`src/rtl/mem_arbiter.sv`:
```
// Round-robin arbiter sharing the single main-memory port among N_REQ requesters,
// with a tag-ownership table that steers returned load blocks back to their issuer.
module mem_arbiter #(
    parameter int N_REQ    = 3,
    parameter int NUM_TAGS = 16
) (
    input  logic                                 clock,
    input  logic                                 reset,
    input  logic [N_REQ-1:0][1:0]                req_command,
    input  logic [N_REQ-1:0][31:0]               req_addr,
    input  logic [N_REQ-1:0][63:0]               req_data,
    output logic [N_REQ-1:0][$clog2(NUM_TAGS)-1:0] req_response,
    output logic [N_REQ-1:0]                     resp_valid,
    output logic [63:0]                          resp_data,
    output logic [$clog2(NUM_TAGS)-1:0]          resp_tag,
    output logic                                 stray_tag,
    output logic [1:0]                           t_command,
    output logic [31:0]                          t_addr,
    output logic [63:0]                          t_data,
    input  logic [$clog2(NUM_TAGS)-1:0]          r_response,
    input  logic [63:0]                          r_data,
    input  logic [$clog2(NUM_TAGS)-1:0]          r_tag
);

    localparam int IDX_W = (N_REQ > 1) ? $clog2(N_REQ) : 1;
    localparam int TAG_W = $clog2(NUM_TAGS);

    typedef enum logic [1:0] {
        CMD_NONE  = 2'd0,
        CMD_LOAD  = 2'd1,
        CMD_STORE = 2'd2
    } mem_cmd_e;

    logic [IDX_W-1:0]                 rr_ptr_q, rr_ptr_d;
    logic [NUM_TAGS-1:0]              pending_q, pending_d;
    logic [NUM_TAGS-1:0][IDX_W-1:0]   owner_q, owner_d;

    logic             found;
    logic [IDX_W-1:0] winner;
    logic             accept;
    logic             ret_hit;

    // NOTE: every signal written here gets a default before any branch, so no latch can be inferred.
    always_comb begin
        found  = 1'b0;
        winner = '0;
        for (int i = 0; i < N_REQ; i++) begin
            int unsigned cand;
            cand = (int'(rr_ptr_q) + i) % N_REQ;
            if (!found && req_command[cand] != CMD_NONE) begin
                found  = 1'b1;
                winner = IDX_W'(cand);
            end
        end
    end

    always_comb begin
        t_command    = CMD_NONE;
        t_addr       = '0;
        t_data       = '0;
        req_response = '0;
        if (found) begin
            t_command            = req_command[winner];
            t_addr               = req_addr[winner];
            t_data               = req_data[winner];
            req_response[winner] = r_response;
        end
    end

    // Return routing reads only registered state; a load never completes in its accept cycle.
    assign ret_hit = (r_tag != '0) && pending_q[r_tag];

    always_comb begin
        resp_valid = '0;
        if (ret_hit)
            resp_valid[owner_q[r_tag]] = 1'b1;
    end

    assign stray_tag = (r_tag != '0) && !pending_q[r_tag];
    assign resp_data = (r_tag != '0) ? r_data : '0;
    assign resp_tag  = r_tag;
    assign accept    = found && (r_response != '0);

    always_comb begin
        rr_ptr_d  = rr_ptr_q;
        pending_d = pending_q;
        owner_d   = owner_q;
        if (ret_hit)
            pending_d[r_tag] = 1'b0;
        // Set after clear: a tag reissued in its own return cycle stays pending for the new owner.
        if (accept) begin
            rr_ptr_d = (winner == IDX_W'(N_REQ - 1)) ? '0 : winner + 1'b1;
            if (req_command[winner] == CMD_LOAD) begin
                pending_d[r_response] = 1'b1;
                owner_d[r_response]   = winner;
            end
        end
    end

    // NOTE: sequential state uses non-blocking assignments so all registers update together at the edge.
    // NOTE: the tag table is cleared on reset because in-flight loads must be forgotten, not merely ignored.
    always_ff @(posedge clock) begin
        if (reset) begin
            rr_ptr_q  <= '0;
            pending_q <= '0;
            owner_q   <= '0;
        end else begin
            rr_ptr_q  <= rr_ptr_d;
            pending_q <= pending_d;
            owner_q   <= owner_d;
        end
    end

endmodule

```
`config.mk`:
```
export PLATFORM = sky130hd
export DESIGN_NAME = mem_arbiter
export DESIGN_NICKNAME = d
export VERILOG_FILES = /design/src/rtl/mem_arbiter.sv
export SDC_FILE = /design/constraint.sdc
export NUM_CORES = 1
export LEC_CHECK = 0
export ABC_CLOCK_PERIOD_IN_PS = 3140
export BUFFER_PORTS_ARGS = -buffer_cell sky130_fd_sc_hd__buf_4
export CELL_PAD_IN_SITES_DETAIL_PLACEMENT = 0
export CELL_PAD_IN_SITES_GLOBAL_PLACEMENT = 1
export CORE_AREA = 2 2 216 218
export DETAILED_ROUTE_END_ITERATION = 12
export DIE_AREA = 0 0 218 220
export PLACE_DENSITY = 0.59
export SLEW_MARGIN = 25
export SYNTH_ARGS = -nofsm -noshare
export SYNTH_HDL_FRONTEND = slang
export SYNTH_SLANG_ARGS = --single-unit
```
`constraint.sdc`:
```
create_clock -name clock -period 3.14 [get_ports clock]
set_input_delay 0.628 -clock clock [delete_from_list [all_inputs] [get_ports clock]]
set_output_delay 0.628 -clock clock [all_outputs]
set_load 0.01 [all_outputs]
```
==> reports/results.ini <==
[hold_path]
hold_path_class=reg -> reg
holdCritStartpoint=pending_q[0]$_SDFF_PP0_
worstHoldPathCells=1
hold_end=pending_q[0]$_SDFF_PP0_

[clocking]
path_clk_slew_ns=0.07
root_buffer=clkbuf_16
worstSkewPairLatency_ns=0.29
cts_inserted_buffers=5
h-tree-depth=2
cts_tree=yes
ctsLongestPathBuffers=2
cts_sinks=50

[place]
gp_congestion=0.912
dp.cells=1785
portBuffers=549
dp_slack_ns=-0.668
hpwl_um=35100
place_area_um2=10400

[yosys]
syn_nets=987
syn_area_um2=5010
ys_seq_area_share_pct=20.0
ys_seq_elements=50
yosysWarnings=0
synthDistinctLibCells=45
syn_inst=615
syn_area_per_cell_um2=8.15

[die]
die_h_um=220
start_util_pct=10.9
fp-row-count=79
fp.dieW_um=218
coreArea_um2=45900
die_area_um2=48000
ios=550

[final_layout]
drive_above_1_share_pct=61.7
syn2layout_area_growth_pct=125
final_cell_area_um2=11300
fin_cells=1832
nNetsFinal=1586
fillers=5006
final_core_util_pct=24.6

[route]
drt-total-wl_um=41600
postRouteAntennaNets=0
wl_per_cell_um=22.7
via_count=7973
viasPerCell=4.35
route.detailed.drc=0
firstDrtPassIters=9
drtIter0Drc=673

[flow_run]
maxCapViolCount=0

[sta]
whs_ns=0.467
fmax_ghz=0.256
tns_ns=-56.26
worst_slack_ns=-0.765
clock_skew_ns=0.00650
setup_viol=106
min_period_ns=3.90
finalCritPeriodShare_pct=124
slew_violations=0
worst_slew_pin_slew_ns=0.680
relSlewSlack_pct=54.6
finalHoldViolCount=0
rsz0062_at_grt=true

[pwr]
powerDensity_nw_per_um2=1030
leakage_nw=5.25
total_power_mw=11.7
vdd_drop_max_v=0.000540

[setup_path]
crit_buf_inv=6
crit_chain=buf_6, ha_4, nand2b_4, a21oi_2, or3_4, o211ai_1, o21ai_4, buf_12, buf_12, buf_4, a222oi_1, buf_4, nor2_1, buf_4
crit_arrival_ns=3.28
ff2ff_path_depth=13
r2r_slack_ns=0.10
critPathTopFamily=compound AO/OA/AOI/OAI gates
max_stage_delay_ns=0.47
rr_endpoint=owner_q[24]$_SDFFE_PP0P_
crit_path_start_kind=flop
r2r-start=rr_ptr_q[0]$_SDFFE_PP0P_
critPathRequiredTime_ns=2.51
crit_top_cell=buf_4
critPathCaptureType=output pin
crit_type=reg -> out
cp_slowest_cell=a222oi_1
timing.critical_path.fanout_max=4

[grt]
grt_max_degree=66
grt_util_all_layers_pct=15.7
antenna_found_initial=18
grt_pass1_wl_um=53700
grt_pass1_vias=7474
grt-ovfl-total=0

[status]
violations=setup timing
outcome=finished with violations

cell type report:
cell class,instances,area [um^2],area share (%)
Antenna cell,11,27.5,0.244
Clock buffer,6,139,1.23
Clock inverter,1,30.0,0.266
Inverter,5,18.8,0.166
Multi-Input combinational cell,485,3910,34.7
Sequential cell,50,1010,8.91
Tap cell,607,759,6.73
Timing Repair Buffer,667,5400,47.8
layer usage:
layer | GRT usage (%) | vias to the layer above | wire [um]
li1 | - | 3595 | -
met1 | 15.1 | 3827 | 13600
met2 | 31.0 | 481 | 22800
met3 | 3.92 | 60 | 3410
met4 | 7.55 | 10 | 1720
met5 | 0 | - | 79
flip-flops by register name, summed over array words and instances (netlist names):
signal and flops:
pending_q 16, owner_q 32, rr_ptr_q 2
synthesized netlist by cell type, drive strengths merged:
cell type	count	area share [%]
o2bb2a	1	0.20
nand3	1	0.10
a222oi	96	19
mux4	15	6.7
nand2	6	0.45
buf	16	2.2
a32oi	2	0.50
o21bai	1	0.15
o2bb2ai	1	0.30
nor3	12	1.4
a31o	1	0.17
nor2	115	8.7
nor3b	6	0.90
and3	12	1.5
a221o	1	0.22
nor4	2	0.25
or2	4	0.50
nand2b	42	5.2
clkbuf	59	4.4
or3	2	0.25
ha	4	1.0
o311a	1	0.22
mux2i	34	6.8
o22ai	1	0.12
dfxtp	50	20
o211ai	17	5.0
o31ai	2	0.67
and2b	1	0.15
a211oi	2	0.40
o21ai	19	1.9
inv	5	0.37
nor2b	67	8.4
a22oi	1	0.15
a21oi	16	1.6
power breakdown:
group | total, mW | leakage, nW | switching (mW) | internal [mW]
combinational | 10.3 | 4.76 | 5.26 | 5.09
sequential | 0.691 | 0.404 | 0.0225 | 0.669
clock | 0.623 | 0.0830 | 0.229 | 0.393
total | 11.7 | 5.25 | 5.51 | 6.15
worst register-to-register path, delay by kind of cell (launching register included):
family	cells	cell delay [ns]
multiplexers	1	0.18
flip-flops	1	0.36
AND/OR/NAND/NOR	2	0.39
AO/OA/AOI/OAI	4	1.04
adder cells (fa/ha/maj)	1	0.18
buffers and inverters	5	0.81
kinds of logic (layout without fill, tap and decap cells):
group / Yosys count / in the layout / synth area share [%]
mux: 49 / 49 / 13.5
buf+inv: 80 / 679 / 6.96
fa+ha+maj: 4 / 4 / 0.998
simple gates: 270 / 270 / 27.8
flops: 50 / 50 / 20.0
other cells: 0 / 11 / 0
compound gates: 162 / 162 / 30.8
cell usage in the layout, fill, tap and decap left out, drive strengths merged, types with 2 or more instances in the layout:
master and count:
mux4 15, ha 4, o21ai 19, inv 5, nand2b 42, nor3b 6
nor2 115, buf 665, a211oi 2, clkbuf 8, dfxtp 50, diode 11
nand2 6, or2 4, a21oi 16, o31ai 2, nor4 2, nor2b 67
nor3 12, o211ai 17, mux2i 34, and3 12, or3 2, a222oi 96
a32oi 2
timing repair:
| item | in CTS | in global routing |
|---|---|---|
| setup buffers | 14 | 12 |
| hold buffers | 0 | 0 |
| pin swaps | 29 | 27 |
| cloned | 4 | 2 |
| gates resized for setup | 58 | 34 |
| endpoints found under the setup margin | 147 | 132 |
worst max-delay path by stage:
stage	startpoint	end	slack, ns	cells past startpoint
6_report	rr_ptr_q[1]$_SDFFE_PP0P_	t_addr[5]	-0.76	14
5_1_grt	rr_ptr_q[1]$_SDFFE_PP0P_	t_addr[8]	-0.84	12
4_1_cts	rr_ptr_q[1]$_SDFFE_PP0P_	t_addr[8]	-0.80	12
3_5_place_dp	req_command[1]	t_addr[30]	-0.67	11
3_3_place_gp	req_command[1]	t_addr[30]	-0.66	11
2_1_floorplan	rr_ptr_q[0]$_SDFFE_PP0P_	t_addr[0]	-0.07	11
No activity file was read; power rests on OpenSTA's default activity.
